--- src/rtl/bnn_vote_filter_if.sv ---
// Bundle between the BNN classifier side and the vote filter.
// Valid/ready: in_valid is a one-cycle pulse with no backpressure; vote_valid is a one-cycle publish pulse.
interface bnn_vote_filter_if;
   logic       in_valid;
   logic [2:0] in_class;
   logic       clear;
   logic       vote_valid;
   logic       vote_class;
   logic [3:0] vote_margin;
   logic       stable;
   logic       err;
   logic       dbg_state;
   logic [3:0] dbg_cnt;
   logic [2:0] dbg_streak;

   modport master (
      output in_valid, in_class, clear,
      input  vote_valid, vote_class, vote_margin, stable, err,
      input  dbg_state, dbg_cnt, dbg_streak
   );

   modport slave (
      input  in_valid, in_class, clear,
      output vote_valid, vote_class, vote_margin, stable, err,
      output dbg_state, dbg_cnt, dbg_streak
   );
endinterface

--- src/rtl/bnn_vote_filter.sv ---
// Majority-vote debouncer for BNN class results: windows of WINDOW legal samples,
// publishes class/margin, and flags stability after STABLE_N agreeing windows.
module bnn_vote_filter #(
   parameter int WINDOW   = 8,
   parameter int STABLE_N = 3
) (
   input  logic clk,
   input  logic rst_n,
   input  logic ena,
   bnn_vote_filter_if.slave bus
);

   localparam logic [3:0] WIN = 4'(WINDOW);
   localparam logic [2:0] STB = 3'(STABLE_N);

   typedef enum logic {COLLECT = 1'b0, PUBLISH = 1'b1} state_t;

   state_t     state_q;
   logic [3:0] cnt_q;
   logic [3:0] ones_q;
   logic [2:0] streak_q;
   logic       published_q;
   logic       vote_valid_q;
   logic       vote_class_q;
   logic [3:0] vote_margin_q;
   logic       stable_q;
   logic       err_q;

   logic       legal;
   logic [4:0] twice;
   logic [4:0] diff;
   logic       vote_class_d;
   logic [3:0] vote_margin_d;
   logic [2:0] streak_d;

   assign legal = (bus.in_class[2:1] == 2'b00);

   // Vote computed from the latched window while in PUBLISH.
   always_comb begin
      twice         = {ones_q, 1'b0};
      diff          = (twice >= {1'b0, WIN}) ? (twice - {1'b0, WIN}) : ({1'b0, WIN} - twice);
      vote_margin_d = (diff > 5'd15) ? 4'hF : diff[3:0];
      vote_class_d  = vote_class_q;
      if (twice > {1'b0, WIN}) begin
         vote_class_d = 1'b1;
      end else if (twice < {1'b0, WIN}) begin
         vote_class_d = 1'b0;
      end
      streak_d = 3'd1;
      if (published_q && (vote_class_d == vote_class_q)) begin
         streak_d = (streak_q == 3'd7) ? 3'd7 : streak_q + 3'd1;
      end
   end

   always_ff @(posedge clk or negedge rst_n) begin
      if (!rst_n) begin
         state_q       <= COLLECT;
         cnt_q         <= 4'd0;
         ones_q        <= 4'd0;
         streak_q      <= 3'd0;
         published_q   <= 1'b0;
         vote_valid_q  <= 1'b0;
         vote_class_q  <= 1'b0;
         vote_margin_q <= 4'd0;
         stable_q      <= 1'b0;
         err_q         <= 1'b0;
      end else if (!ena) begin
         vote_valid_q <= 1'b0;
      end else begin
         vote_valid_q <= 1'b0;
         if (bus.clear) begin
            state_q     <= COLLECT;
            cnt_q       <= 4'd0;
            ones_q      <= 4'd0;
            streak_q    <= 3'd0;
            published_q <= 1'b0;
            stable_q    <= 1'b0;
            err_q       <= 1'b0;
         end else begin
            case (state_q)
               COLLECT: begin
                  if (bus.in_valid) begin
                     if (legal) begin
                        cnt_q  <= cnt_q + 4'd1;
                        ones_q <= ones_q + {3'b000, bus.in_class[0]};
                        if (cnt_q + 4'd1 == WIN) begin
                           state_q <= PUBLISH;
                        end
                     end else begin
                        err_q <= 1'b1;
                     end
                  end
               end
               PUBLISH: begin
                  state_q       <= COLLECT;
                  vote_valid_q  <= 1'b1;
                  vote_class_q  <= vote_class_d;
                  vote_margin_q <= vote_margin_d;
                  streak_q      <= streak_d;
                  stable_q      <= (streak_d >= STB);
                  published_q   <= 1'b1;
                  cnt_q         <= 4'd0;
                  ones_q        <= 4'd0;
                  // A sample arriving now opens the next window rather than being lost.
                  if (bus.in_valid) begin
                     if (legal) begin
                        cnt_q  <= 4'd1;
                        ones_q <= {3'b000, bus.in_class[0]};
                     end else begin
                        err_q <= 1'b1;
                     end
                  end
               end
               default: state_q <= COLLECT;
            endcase
         end
      end
   end

   assign bus.vote_valid  = vote_valid_q;
   assign bus.vote_class  = vote_class_q;
   assign bus.vote_margin = vote_margin_q;
   assign bus.stable      = stable_q;
   assign bus.err         = err_q;
   assign bus.dbg_state   = state_q;
   assign bus.dbg_cnt     = cnt_q;
   assign bus.dbg_streak  = streak_q;

endmodule

--- src/flat_wrapper.sv ---
// flat-port wrapper written by rule: the top's interface ports become plain ports
module bnn_vote_filter_flat 
#(
   parameter int WINDOW   = 8,
   parameter int STABLE_N = 3
)
  (clk, rst_n, ena, bus_in_valid, bus_in_class, bus_clear, bus_vote_valid, bus_vote_class, bus_vote_margin, bus_stable, bus_err, bus_dbg_state, bus_dbg_cnt, bus_dbg_streak);
  bnn_vote_filter_if bus_i ();
  input  logic clk;
  input  logic rst_n;
  input  logic ena;
  input wire logic [$bits(bus_i.in_valid)-1:0] bus_in_valid;
  input wire logic [$bits(bus_i.in_class)-1:0] bus_in_class;
  input wire logic [$bits(bus_i.clear)-1:0] bus_clear;
  output wire logic [$bits(bus_i.vote_valid)-1:0] bus_vote_valid;
  output wire logic [$bits(bus_i.vote_class)-1:0] bus_vote_class;
  output wire logic [$bits(bus_i.vote_margin)-1:0] bus_vote_margin;
  output wire logic [$bits(bus_i.stable)-1:0] bus_stable;
  output wire logic [$bits(bus_i.err)-1:0] bus_err;
  output wire logic [$bits(bus_i.dbg_state)-1:0] bus_dbg_state;
  output wire logic [$bits(bus_i.dbg_cnt)-1:0] bus_dbg_cnt;
  output wire logic [$bits(bus_i.dbg_streak)-1:0] bus_dbg_streak;
  assign bus_i.in_valid = bus_in_valid;
  assign bus_i.in_class = bus_in_class;
  assign bus_i.clear = bus_clear;
  assign bus_vote_valid = bus_i.vote_valid;
  assign bus_vote_class = bus_i.vote_class;
  assign bus_vote_margin = bus_i.vote_margin;
  assign bus_stable = bus_i.stable;
  assign bus_err = bus_i.err;
  assign bus_dbg_state = bus_i.dbg_state;
  assign bus_dbg_cnt = bus_i.dbg_cnt;
  assign bus_dbg_streak = bus_i.dbg_streak;
  bnn_vote_filter #(.WINDOW(WINDOW), .STABLE_N(STABLE_N)) u_core (.clk(clk), .rst_n(rst_n), .ena(ena), .bus(bus_i));
endmodule
--- config.mk ---
export PLATFORM = sky130hd
export DESIGN_NAME = bnn_vote_filter_flat
export DESIGN_NICKNAME = d
export VERILOG_FILES = /design/src/rtl/bnn_vote_filter_if.sv /design/src/rtl/bnn_vote_filter.sv /design/src/flat_wrapper.sv
export SDC_FILE = /design/constraint.sdc
export NUM_CORES = 1
export LEC_CHECK = 0
export CAP_MARGIN = 30
export CORE_UTILIZATION = 52
export CTS_CLUSTER_DIAMETER = 100
export CTS_CLUSTER_SIZE = 8
export DETAILED_ROUTE_END_ITERATION = 12
export PLACE_DENSITY = 0.78
export SYNTH_ARGS = -nofsm -noshare
export SYNTH_HDL_FRONTEND = slang
export SYNTH_SLANG_ARGS = --single-unit
--- constraint.sdc ---
create_clock -name clk -period 2.8 [get_ports clk]
set_input_delay 0.56 -clock clk [delete_from_list [all_inputs] [get_ports clk]]
set_output_delay 0.56 -clock clk [all_outputs]
set_load 0.01 [all_outputs]
Yosys cells after proc, flatten, opt, wreduce, memory -nomap -nowiden
Index checks and enable logic that the tools add are counted.

word-level totals
  flip-flop bits (word level) = 21
  bits in latches = 0
  memory bits (writable) = 0
  memory bits (read-only) = 0
  input bits = 8
  output and inout bits = 16
  logic and storage cells = 71
  memories = 0

operators by class
  $add $sub $neg = 5
  multipliers = 0
  divide/modulo/power cells = 0
  order comparisons = 5
  equality and inequality tests = 6
  shift operators = 0
  muxes and demuxes = 35
  bitwise gates (word level) = 2
  reductions and logical operators = 8

operator list
  operator             count
  $mux 4               9
  $mux 1               18
  $pmux 4 s2           2
  $mux 3               4
  $gt 5x4->1 const B   2
  $reduce_and 3->1     3
  $ge 5x4->1 const B   1
  $lt 5x4->1 const B   1
  $mux 5               1
  $sub 4x5->5 const A  1
  $sub 5x4->5 const B  1
  $add 4x1->4          1
  $add 4x1->4 const B  1
  $eq 4x4->1 const B   1
  $reduce_bool 2->1    2
  $add 3x1->3 const B  1
  $eq 3x3->1 const B   1
  $ge 3x2->1 const B   1
  $ne 3x2->1 const B   1
  $ne 3x3->1 const B   1
  $logic_not 2->1      1
  $ne 2x2->1 const B   1
  $not 1->1            2
  $pmux 1 s2           1
  3 further kinds      3

Logic depth before layout (Yosys ltp)
Gate-level depths: netlist of run 1.

  depth after elaboration = 9
  mapped depth = 7
  depth with buffers taken out = 6

Worst setup path after synthesis of run 1
Ideal clock, no wire load.

  kind = input to register
  start point = input port ena
  end point = register u_core.ones_q[3]
  arrival = 1293 ps
  data required time = 2723 ps
  path slack = 1430 ps
  cell stages on the path = 5
  path buffers = 1
  cells stage by stage = buf_4 > and4bb_2 > nand4_1 > xor2_1 > a21oi_1

on the way
  longest elaborated chain between the ends = 1

RTL lines
  element                            RTL line                RTL
  start: declaration                 flat_wrapper.sv:11      input logic ena;
  $reduce_and 3->1 (no source line)  --
  end signal: assignment             bnn_vote_filter.sv:85   ones_q <= ones_q + {3'b000, bus.in_class[0]};
  end signal: assignment             bnn_vote_filter.sv:108  ones_q <= {3'b000, bus.in_class[0]};
  end: declaration                   bnn_vote_filter.sv:20   logic [3:0] ones_q;

No other way between the ends.
A chain may end at the register's enable or synchronous reset.

Worst setup path after layout of run 1
  start point = register u_core.state_q, in the netlist u_core.bus.dbg_state
  end point = output port bus_dbg_state

RTL lines
  element                   RTL line               RTL
  start: declaration        bnn_vote_filter.sv:18  state_t state_q;
  start signal: assignment  bnn_vote_filter.sv:57  state_q <= COLLECT;
  start signal: assignment  bnn_vote_filter.sv:72  state_q <= COLLECT;
  start signal: assignment  bnn_vote_filter.sv:87  state_q <= PUBLISH;
  end: declaration          flat_wrapper.sv:20     output wire logic [$bits(bus_i.dbg_state)-1:0] bus_dbg_state;

No word-level cell between the ends.

==> impl_metrics.csv, run 1 <==
group,metric,value,unit
detailed_routing,drt_iter0_drc,8,
clocking,cts_tree,"done",
floorplan,die_x,48.6,um
pwr,p_int,0.393,mW
logic_synthesis,yosys_warnings,0,
detailed_routing,drc_errors,0,
critical_path,cp-start-kind,"register",
clocking,cts-root-buf,"clkbuf_4",
logic_synthesis,syn_nets,130,
clocking,htree_levels,1,
timing,slew_headroom,73.7,%
placed_design,gp_congestion,0.834,
pwr,p_leak,0.593,nW
grt,globalRouteOverflowTotal,0,
clocking,clk-insertion-delay-late,0.30,ns
final_layout,final_common_cell,"clkdlybuf4s50_1",
critical_path,required,2.24,ns
clocking,cts_setup_buffers,0,
floorplan,die_h,48.6,um
timing,tns,0,ns
logic_synthesis,synth.distinct_cells,36,
detailed_routing,routed_via_density,5.29,
critical_path,path_depth,1,
run_status,status,"finished, final reports clean",
pwr,comb_power_share,11.8,%
timing,period_minus_slack,2.00,ns
final_layout,diodes,0,
critical_path,r2r-end,"u_core.bus.stable",
pwr,ir_worst_vdd,259,uV
job,max_cap_viol_count,0,
detailed_routing,routed_wirelength,2100,um
detailed_routing,drt-wirelength-per-cell,12.7,um
timing,finalSetupViolCount,0,
clocking,cts.path.max_buffers,2,
critical_path,cp_num_buf_inv,1,
placed_design,dp_hpwl,1530,um
timing,clock.fmax,0.500,GHz
worst_hold_path,whs_endpoint,"u_core.bus.stable",
critical_path,arrival,1.44,ns
critical_path,regToRegSetupSlack,1.30,ns
critical_path,path_max_fanout,9,
grt,antenna_found_initial,0,
critical_path,crit_type,"reg2out",
critical_path,cp_slowest_stage_delay,0.60,ns
critical_path,crit_chain,"clkdlybuf4s50_1",
timing,tightest_slew,0.394,ns
critical_path,rr_worst_depth,6,
placed_design,port_buffers,23,
floorplan,start_util,56.3,%
grt,grt_pass1_vias,832,
final_layout,fillers,162,
critical_path,critPathSlowestCell,"clkdlybuf4s50_1",
logic_synthesis,synth_area_per_cell,9.72,um2
critical_path,critPathCaptureType,"output port",
final_layout,layout-drive-gt1-share,7.91,%
timing,slew_viol_final,0,
timing,rsz0062_at_grt,"false",
grt,grt_first_pass_wirelength,3570,um
pwr,p_sw_share,25.2,%
pwr,power_frac_seq,60.2,%
floorplan,core-area,2000,um2
pwr,p_per_area,379,nW/um2
clocking,ctsResizeCount,0,
final_layout,area_growth_syn_to_layout,23.0,%
logic_synthesis,ys_ff_latch,21,
placed_design,placed_cell_area,1360,um2
timing,hold_violations,0,
final_layout,nets,154,
final_layout,final_area,1390,um2
clocking,cts_made_buffers,3,
floorplan,ios,24,
detailed_routing,via_count,878,
grt,grt_max_degree,22,
grt,grt_usage,19.8,%
logic_synthesis,synth_seq_area_share,46.6,%
clocking,clock_sinks,21,
floorplan,rows,16,
worst_hold_path,hold_path.class,"reg2reg",
critical_path,path_delay_family,"buffers and inverters",
final_layout,fin_cells,166,
clocking,holdBufCountCts,0,
critical_path,rr_startpoint,"u_core.ones_q[1]",
timing,period_share,71.4,%
floorplan,die-area,2360,um2
worst_hold_path,min_from,"u_core.bus.stable",
timing,hold_ws,0.497,ns
detailed_routing,final_antenna_net_count,0,
timing,skew,0.00272,ns
logic_synthesis,syn_inst,116,
placed_design,post-place-cells,162,
worst_hold_path,worst_hold_path.num_cells,2,
pwr,switching_power,0.132,mW
logic_synthesis,syn-cell-area,1130,um2
detailed_routing,drtPass1Iterations,4,
pwr,pwr-share-clk,28.0,%
final_layout,layout_common_cells,"23 x clkdlybuf4s50_1, 21 x dfrtp_1, 20 x nand2_1, 9 x a21oi_1, 7 x o21ai_0",
clocking,clk_pin_slew,0.12,ns
-- how the worst max path moves through the flow --
stage / slack, ns / to / from
CTS: 0.78 / bus_dbg_state / u_core.bus.dbg_state
finish: 0.80 / bus_dbg_state / u_core.bus.dbg_state
floorplan: 1.43 / u_core.ones_q[3] / ena
global placement: 0.66 / u_core.bus.dbg_streak[2] / ena
global route: 0.74 / bus_dbg_state / u_core.bus.dbg_state
detailed placement: 0.61 / u_core.bus.dbg_streak[2] / ena
-- logic make-up after synthesis --
| kind of cell | count (synthesis) | synth area share (%) |
|---|---|---|
| buf+inv | 12 | 5.99 |
| mux | 2 | 1.78 |
| xor+xnor | 4 | 3.11 |
| compound gates | 32 | 18.6 |
| flops | 21 | 46.6 |
| fa+ha+maj | 6 | 6.66 |
| simple gates | 39 | 17.2 |
-- cells in the mapped netlist, drive strengths merged --
cell type	instances	area [um2]
o31ai	2	15.0
nor2	4	15.0
o22a	1	8.76
o21ai	11	66.3
a22o	1	8.76
mux2i	2	20.0
and2b	1	8.76
ha	6	75.1
nand3	2	10.0
nand2	20	75.1
nand3b	1	7.51
nand4	2	12.5
nand2b	1	6.26
o32ai	1	8.76
o41ai	2	17.5
clkinv	1	5.00
o21bai	1	11.3
xor2	2	17.5
and4bb	1	12.5
or2	3	18.8
inv	6	22.5
xnor2	2	17.5
a31oi	2	12.5
buf	5	40.0
or2b	1	7.51
a21oi	9	45.0
a41oi	1	8.76
nor2b	2	12.5
a211oi	1	7.51
dfrtp	21	526
nor3b	1	7.51
-- area by class of cell --
type                            instances  area (um2)  area share [%]
Clock buffer                            3        22.5            1.62
Timing Repair Buffer                   24         238            17.1
Inverter                                7        27.5            1.99
Multi-Input combinational cell         83         534            38.5
Sequential cell                        21         526            37.9
Tap cell                               27        33.8            2.44
Clock inverter                          1        5.00           0.361
-- worst reg2reg max path: stages, from the launching register on --
cell and delay (ns):
dfrtp_1 0.45, inv_1 0.08, ha_1 0.17, nor2b_1 0.06, o21bai_2 0.15, nand3_1 0.14, o41ai_1 0.35
-- power groups by stage --
stage	sequential, mW	combinational (mW)	clock, mW
floorplan	0.323	0.0287	0
global placement	0.321	0.0613	0
detailed placement	0.322	0.0629	0
CTS	0.316	0.0631	0.156
global route	0.317	0.0700	0.164
finish	0.316	0.0621	0.147
-- sequential cells by signal (all words and copies together), names as in the netlist --
signal,flops
u_core.bus.stable,1
u_core.bus.vote_class,1
u_core.bus.vote_valid,1
u_core.bus.vote_margin,4
u_core.ones_q,4
u_core.published_q,1
u_core.bus.dbg_state,1
u_core.bus.dbg_cnt,4
u_core.bus.dbg_streak,3
u_core.bus.err,1
-- through the flow --
step	power (mW)	setup slack (ns)	util [%]
floorplan	0.352	1.43	-
global placement	0.383	0.662	67.9
detailed placement	0.385	0.608	67.9
CTS	0.536	0.784	69.3
global route	0.552	0.744	69.3
finish	0.526	0.800	69.3
-- per-layer routing --
metal  vias to the layer above  GRT usage, %  wire, um
met5                         -             0         0
met4                         0          8.82        26
met3                         4          2.83        79
met2                        23          35.0      1010
met1                       398          24.0       985
li1                        453             -         -
No activity file was read; power rests on OpenSTA's default activity.
==> run 2: changes to the inputs <==
--- a/config.mk
+++ b/config.mk
@@ -6,11 +6,11 @@
 export NUM_CORES = 1
 export LEC_CHECK = 0
 export CAP_MARGIN = 30
-export CORE_UTILIZATION = 52
+export CORE_UTILIZATION = 45
 export CTS_CLUSTER_DIAMETER = 100
 export CTS_CLUSTER_SIZE = 8
 export DETAILED_ROUTE_END_ITERATION = 12
-export PLACE_DENSITY = 0.78
+export PLACE_DENSITY = 0.72
 export SYNTH_ARGS = -nofsm -noshare
 export SYNTH_HDL_FRONTEND = slang
 export SYNTH_SLANG_ARGS = --single-unit
==> constraint.sdc (replaced) <==
create_clock -name clk -period 1.7 [get_ports clk]
set_input_delay 0.34 -clock clk [delete_from_list [all_inputs] [get_ports clk]]
set_output_delay 0.34 -clock clk [all_outputs]
set_load 0.01 [all_outputs]
==> run 2 against run 1 <==
Net effect: total power is 66% higher; clock skew is 0.0049 ns higher; core utilization shrank 4.1 points; non-clock buffer count up 11; clock-buffer cell count unchanged; clock power is 65% higher; hold slack got worse by 0.14 ns; sequential power rose by 65%; sequential cell count unchanged; setup slack got worse by 0.75 ns; largest power group unchanged.
==> impl_metrics.csv, run 2 (synthesis gave the netlist of run 1 again) <==
group,metric,value,unit
placed_design,placed_cell_area,1410,um2
grt,grt_first_pass_wirelength,3980,um
floorplan,core-area,2280,um2
detailed_routing,drt_iter0_drc,10,
placed_design,dp_hpwl,1740,um
critical_path,crit_start,"u_core.bus.dbg_cnt[1]",
grt,grt_max_degree,22,
grt,globalRouteOverflowTotal,0,
clocking,htree_levels,1,
critical_path,rr_startpoint,"u_core.ones_q[0]",
detailed_routing,final_antenna_net_count,0,
clocking,clk-insertion-delay-late,0.31,ns
clocking,cts_made_buffers,3,
critical_path,path_max_fanout,5,
run_status,status,"finished, final reports clean",
detailed_routing,routed_via_density,5.35,
worst_hold_path,hold_path.class,"in2async",
critical_path,critPathSlowestCell,"clkdlybuf4s50_1",
clocking,clk_pin_slew,0.12,ns
detailed_routing,drtPass1Iterations,4,
final_layout,utilization,65.1,%
detailed_routing,routed_wirelength,2370,um
critical_path,endpoint,"bus_dbg_cnt[1]",
timing,period_share,97.0,%
critical_path,crit_type,"reg2out",
timing,skew,0.00764,ns
clocking,cts.path.max_buffers,2,
final_layout,final_area,1480,um2
detailed_routing,via_count,953,
pwr,ir_worst_vdd,578,uV
critical_path,cp-start-kind,"register",
timing,slew_viol_final,0,
detailed_routing,drt-wirelength-per-cell,13.3,um
floorplan,start_util,49.5,%
final_layout,fin_cells,178,
timing,setup_ws,0.0504,ns
critical_path,path_depth,1,
pwr,p_leak,0.671,nW
timing,tns,0,ns
critical_path,arrival,1.31,ns
clocking,holdBufCountCts,0,
floorplan,rows,17,
critical_path,rr_worst_depth,6,
final_layout,diodes,0,
placed_design,dp_slack,0.00687,ns
clocking,clock_sinks,21,
timing,hold_violations,0,
floorplan,die-area,2710,um2
floorplan,die_h,52.1,um
final_layout,layout-drive-gt1-share,16.7,%
critical_path,crit_chain,"clkdlybuf4s50_1",
job,max_cap_viol_count,0,
critical_path,path_delay_family,"buffers and inverters",
grt,grt_pass1_vias,906,
critical_path,cp_slowest_stage_delay,0.57,ns
final_layout,final_common_cell,"clkdlybuf4s50_1",
final_layout,nets,165,
timing,finalSetupViolCount,0,
placed_design,port_buffers,23,
final_layout,area_growth_syn_to_layout,31.5,%
placed_design,gp_congestion,0.765,
critical_path,required,1.36,ns
floorplan,die_x,52.1,um
critical_path,regToRegSetupSlack,0.16,ns
timing,hold_ws,0.359,ns
timing,slew_headroom,77.7,%
pwr,p_per_area,590,nW/um2
critical_path,critPathCaptureType,"output port",
pwr,total_power,0.875,mW
timing,rsz0062_at_grt,"false",
floorplan,ios,24,
critical_path,r2r-end,"u_core.bus.stable",
final_layout,layout_common_cells,"22 x clkdlybuf4s50_1, 20 x nand2_1, 19 x dfrtp_1, 12 x buf_4, 9 x a21oi_1",
detailed_routing,drc_errors,0,
timing,period_minus_slack,1.65,ns
placed_design,post-place-cells,170,
clocking,cts-root-buf,"clkbuf_4",
timing,tightest_slew,0.333,ns
critical_path,cp_num_buf_inv,1,
grt,antenna_found_initial,0,
grt,grt_usage,20.3,%
clocking,cts_tree,"done",
timing,clock.fmax,0.606,GHz
[run 2: cell types whose count changed in the layout (fill, tap and decap cells not counted), sizes merged]
| cell | change |
|---|---|
| dlymetal6s2s | +1 |
| buf | +11 |
| clkdlybuf4s50 | -1 |
[run 2: worst min-delay path by stage]
stage / endpoint / slack (ns) / cells after the start
floorplan: u_core.bus.dbg_cnt[0] / 0.04 / 0
finish: u_core.bus.vote_margin[1] / 0.36 / 2
CTS: u_core.bus.vote_margin[1] / 0.37 / 2
detailed placement: u_core.bus.vote_margin[2] / 0.46 / 2
global route: u_core.bus.vote_margin[1] / 0.37 / 2
global placement: u_core.bus.vote_margin[2] / 0.45 / 2
[run 2: cell type report]
class | instances | area [um2]
fill | 190 | 793
clock inverter | 1 | 5.00
clock buffer | 3 | 22.5
inverter | 7 | 27.5
sequential | 21 | 528
tap | 28 | 35.0
timing repair buffer | 35 | 323
multi-input combinational | 83 | 542
[run 2: where the power goes]
group | internal, mW | switching (mW)
logic | 0.0578 | 0.0536
registers | 0.510 | 0.0113
clock network | 0.0879 | 0.154
[run 2: per-layer routing]
layer,global-route usage [%],vias up,share of wire [%],wire [um]
met3,5.56,2,4.9,117
met5,0,-,0,0
met1,24.1,455,45,1070
met4,7.66,0,0.68,16
li1,-,470,-,-
met2,34.6,26,49,1160
[run 2: timing repair]
action,CTS,global route
buffers inserted,0,4
setup endpoints to repair,1,7
resized for setup,1,3
==> run 3: changes to the inputs <==
--- a/config.mk
+++ b/config.mk
@@ -10,7 +10,7 @@
 export CTS_CLUSTER_DIAMETER = 100
 export CTS_CLUSTER_SIZE = 8
 export DETAILED_ROUTE_END_ITERATION = 12
-export PLACE_DENSITY = 0.72
+export PLACE_DENSITY = 0.83
 export SYNTH_ARGS = -nofsm -noshare
 export SYNTH_HDL_FRONTEND = slang
 export SYNTH_SLANG_ARGS = --single-unit
==> run 3 against run 2 <==
Net effect: sequential share of layout area up 0.80 points; combinational power about the same; global-route usage down 0.56 points; sequential cell count unchanged; via count down 3.0%; clock skew down 0.00063 ns; first-iteration DRC count down 20%; largest power group unchanged.
==> impl_metrics.csv, run 3 (synthesis gave the netlist of run 1 again) <==
group,metric,value,unit
clocking,cts-root-buf,"clkbuf_4",
critical_path,rr_worst_depth,6,
pwr,p_leak,0.630,nW
critical_path,arrival,1.30,ns
floorplan,rows,17,
grt,grt_max_degree,22,
final_layout,layout-drive-gt1-share,14.3,%
placed_design,post-place-cells,170,
pwr,comb_power_share,12.8,%
critical_path,r2r-end,"u_core.bus.stable",
critical_path,rr_startpoint,"u_core.ones_q[1]",
grt,grt_pass1_vias,933,
timing,tns,0,ns
critical_path,path_max_fanout,5,
timing,hold_ws,0.365,ns
timing,rsz0062_at_grt,"false",
final_layout,final_common_cell,"clkdlybuf4s50_1",
floorplan,core-area,2280,um2
job,max_cap_viol_count,0,
pwr,ir_worst_vdd,561,uV
clocking,htree_levels,1,
timing,skew,0.00702,ns
timing,period_minus_slack,1.64,ns
critical_path,path_delay_family,"buffers and inverters",
detailed_routing,final_antenna_net_count,0,
floorplan,die_h,52.1,um
clocking,clock_sinks,21,
floorplan,die-area,2710,um2
final_layout,layout_common_cells,"23 x clkdlybuf4s50_1, 20 x nand2_1, 19 x dfrtp_1, 9 x a21oi_1, 9 x buf_4",
detailed_routing,routed_via_density,5.28,
critical_path,regToRegSetupSlack,0.19,ns
grt,grt_usage,19.8,%
grt,grt_first_pass_wirelength,3910,um
placed_design,dp_slack,0.0101,ns
grt,antenna_found_initial,0,
critical_path,cp_num_buf_inv,1,
worst_hold_path,hold_path.class,"in2async",
critical_path,cp-start-kind,"register",
clocking,cts_tree,"done",
detailed_routing,drtPass1Iterations,4,
clocking,clk_pin_slew,0.12,ns
timing,period_share,96.5,%
pwr,power_frac_seq,59.4,%
critical_path,crit_type,"reg2out",
placed_design,placed_cell_area,1410,um2
pwr,pwr-share-clk,27.7,%
floorplan,start_util,49.5,%
clocking,holdBufCountCts,0,
detailed_routing,via_count,924,
floorplan,ios,24,
final_layout,fin_cells,175,
detailed_routing,drt-wirelength-per-cell,13.3,um
final_layout,nets,162,
run_status,status,"finished, final reports clean",
clocking,cts.path.max_buffers,2,
placed_design,dp_hpwl,1760,um
placed_design,port_buffers,23,
timing,slew_headroom,80.8,%
detailed_routing,drc_errors,0,
final_layout,utilization,63.7,%
final_layout,area_growth_syn_to_layout,28.6,%
critical_path,critPathSlowestCell,"clkdlybuf4s50_1",
pwr,total_power,0.876,mW
placed_design,gp_congestion,0.780,
pwr,p_int,0.656,mW
critical_path,cp_slowest_stage_delay,0.56,ns
critical_path,critPathCaptureType,"output port",
pwr,p_per_area,604,nW/um2
timing,setup_ws,0.0590,ns
clocking,cts_made_buffers,3,
clocking,clk-insertion-delay-late,0.31,ns
grt,globalRouteOverflowTotal,0,
pwr,p_sw_share,25.2,%
timing,finalSetupViolCount,0,
detailed_routing,drt_iter0_drc,8,
final_layout,diodes,0,
pwr,switching_power,0.221,mW
critical_path,crit_start,"u_core.bus.dbg_streak[2]",
timing,hold_violations,0,
timing,slew_viol_final,0,
critical_path,required,1.36,ns
detailed_routing,routed_wirelength,2330,um
timing,tightest_slew,0.285,ns
floorplan,die_x,52.1,um
final_layout,final_area,1450,um2
timing,clock.fmax,0.609,GHz
critical_path,crit_chain,"clkdlybuf4s50_1",
## run 3: changes by cell type in the layout (fill, tap and decap cells not counted), sizes merged
cell	delta
buf	-3
dlymetal6s2s	-1
clkdlybuf4s50	+1
## run 3: final cells by class
cell class	count	area, um2
fillers	186	826
multi-input cells	83	534
flip-flops and latches	21	528
repair buffers	32	298
well taps	28	35.0
inverters	7	27.5
clock buffers	3	22.5
clock inverters	1	5.00
## run 3: power groups by stage
| stage | combinational (mW) | sequential [mW] | clock, mW |
|---|---|---|---|
| 2_1_floorplan | 0.0473 | 0.532 | 0 |
| 3_3_place_gp | 0.109 | 0.530 | 0 |
| 3_5_place_dp | 0.113 | 0.530 | 0 |
| 4_1_cts | 0.113 | 0.521 | 0.250 |
| 5_1_grt | 0.125 | 0.523 | 0.271 |
| 6_report | 0.112 | 0.521 | 0.243 |
## run 3: how the worst max path moves through the flow
| stage | depth (start not counted) | slack, ns | to |
|---|---|---|---|
| 4_1_cts | 1 | 0.01 | bus_dbg_cnt[2] |
| 6_report | 1 | 0.06 | bus_dbg_streak[2] |
| 3_5_place_dp | 6 | 0.01 | u_core.bus.vote_class |
| 3_3_place_gp | 4 | 0.04 | u_core.bus.dbg_state |
| 2_1_floorplan | 5 | 0.34 | u_core.bus.dbg_cnt[1] |
| 5_1_grt | 1 | 0.003 | bus_dbg_cnt[1] |
## run 3: repair_timing
action / 4_1_cts / 5_1_grt
buffers inserted: 0 / 1
setup endpoints to repair: 0 / 3
resized for setup: 0 / 2
## run 3: per-layer routing
layer | global-route usage, % | vias up | part of all wire, %
li1 | - | 463 | -
met1 | 21.8 | 435 | 44
met2 | 35.9 | 22 | 51
met3 | 3.51 | 4 | 3.5
met4 | 9.46 | 0 | 1.2
met5 | 0 | - | 0
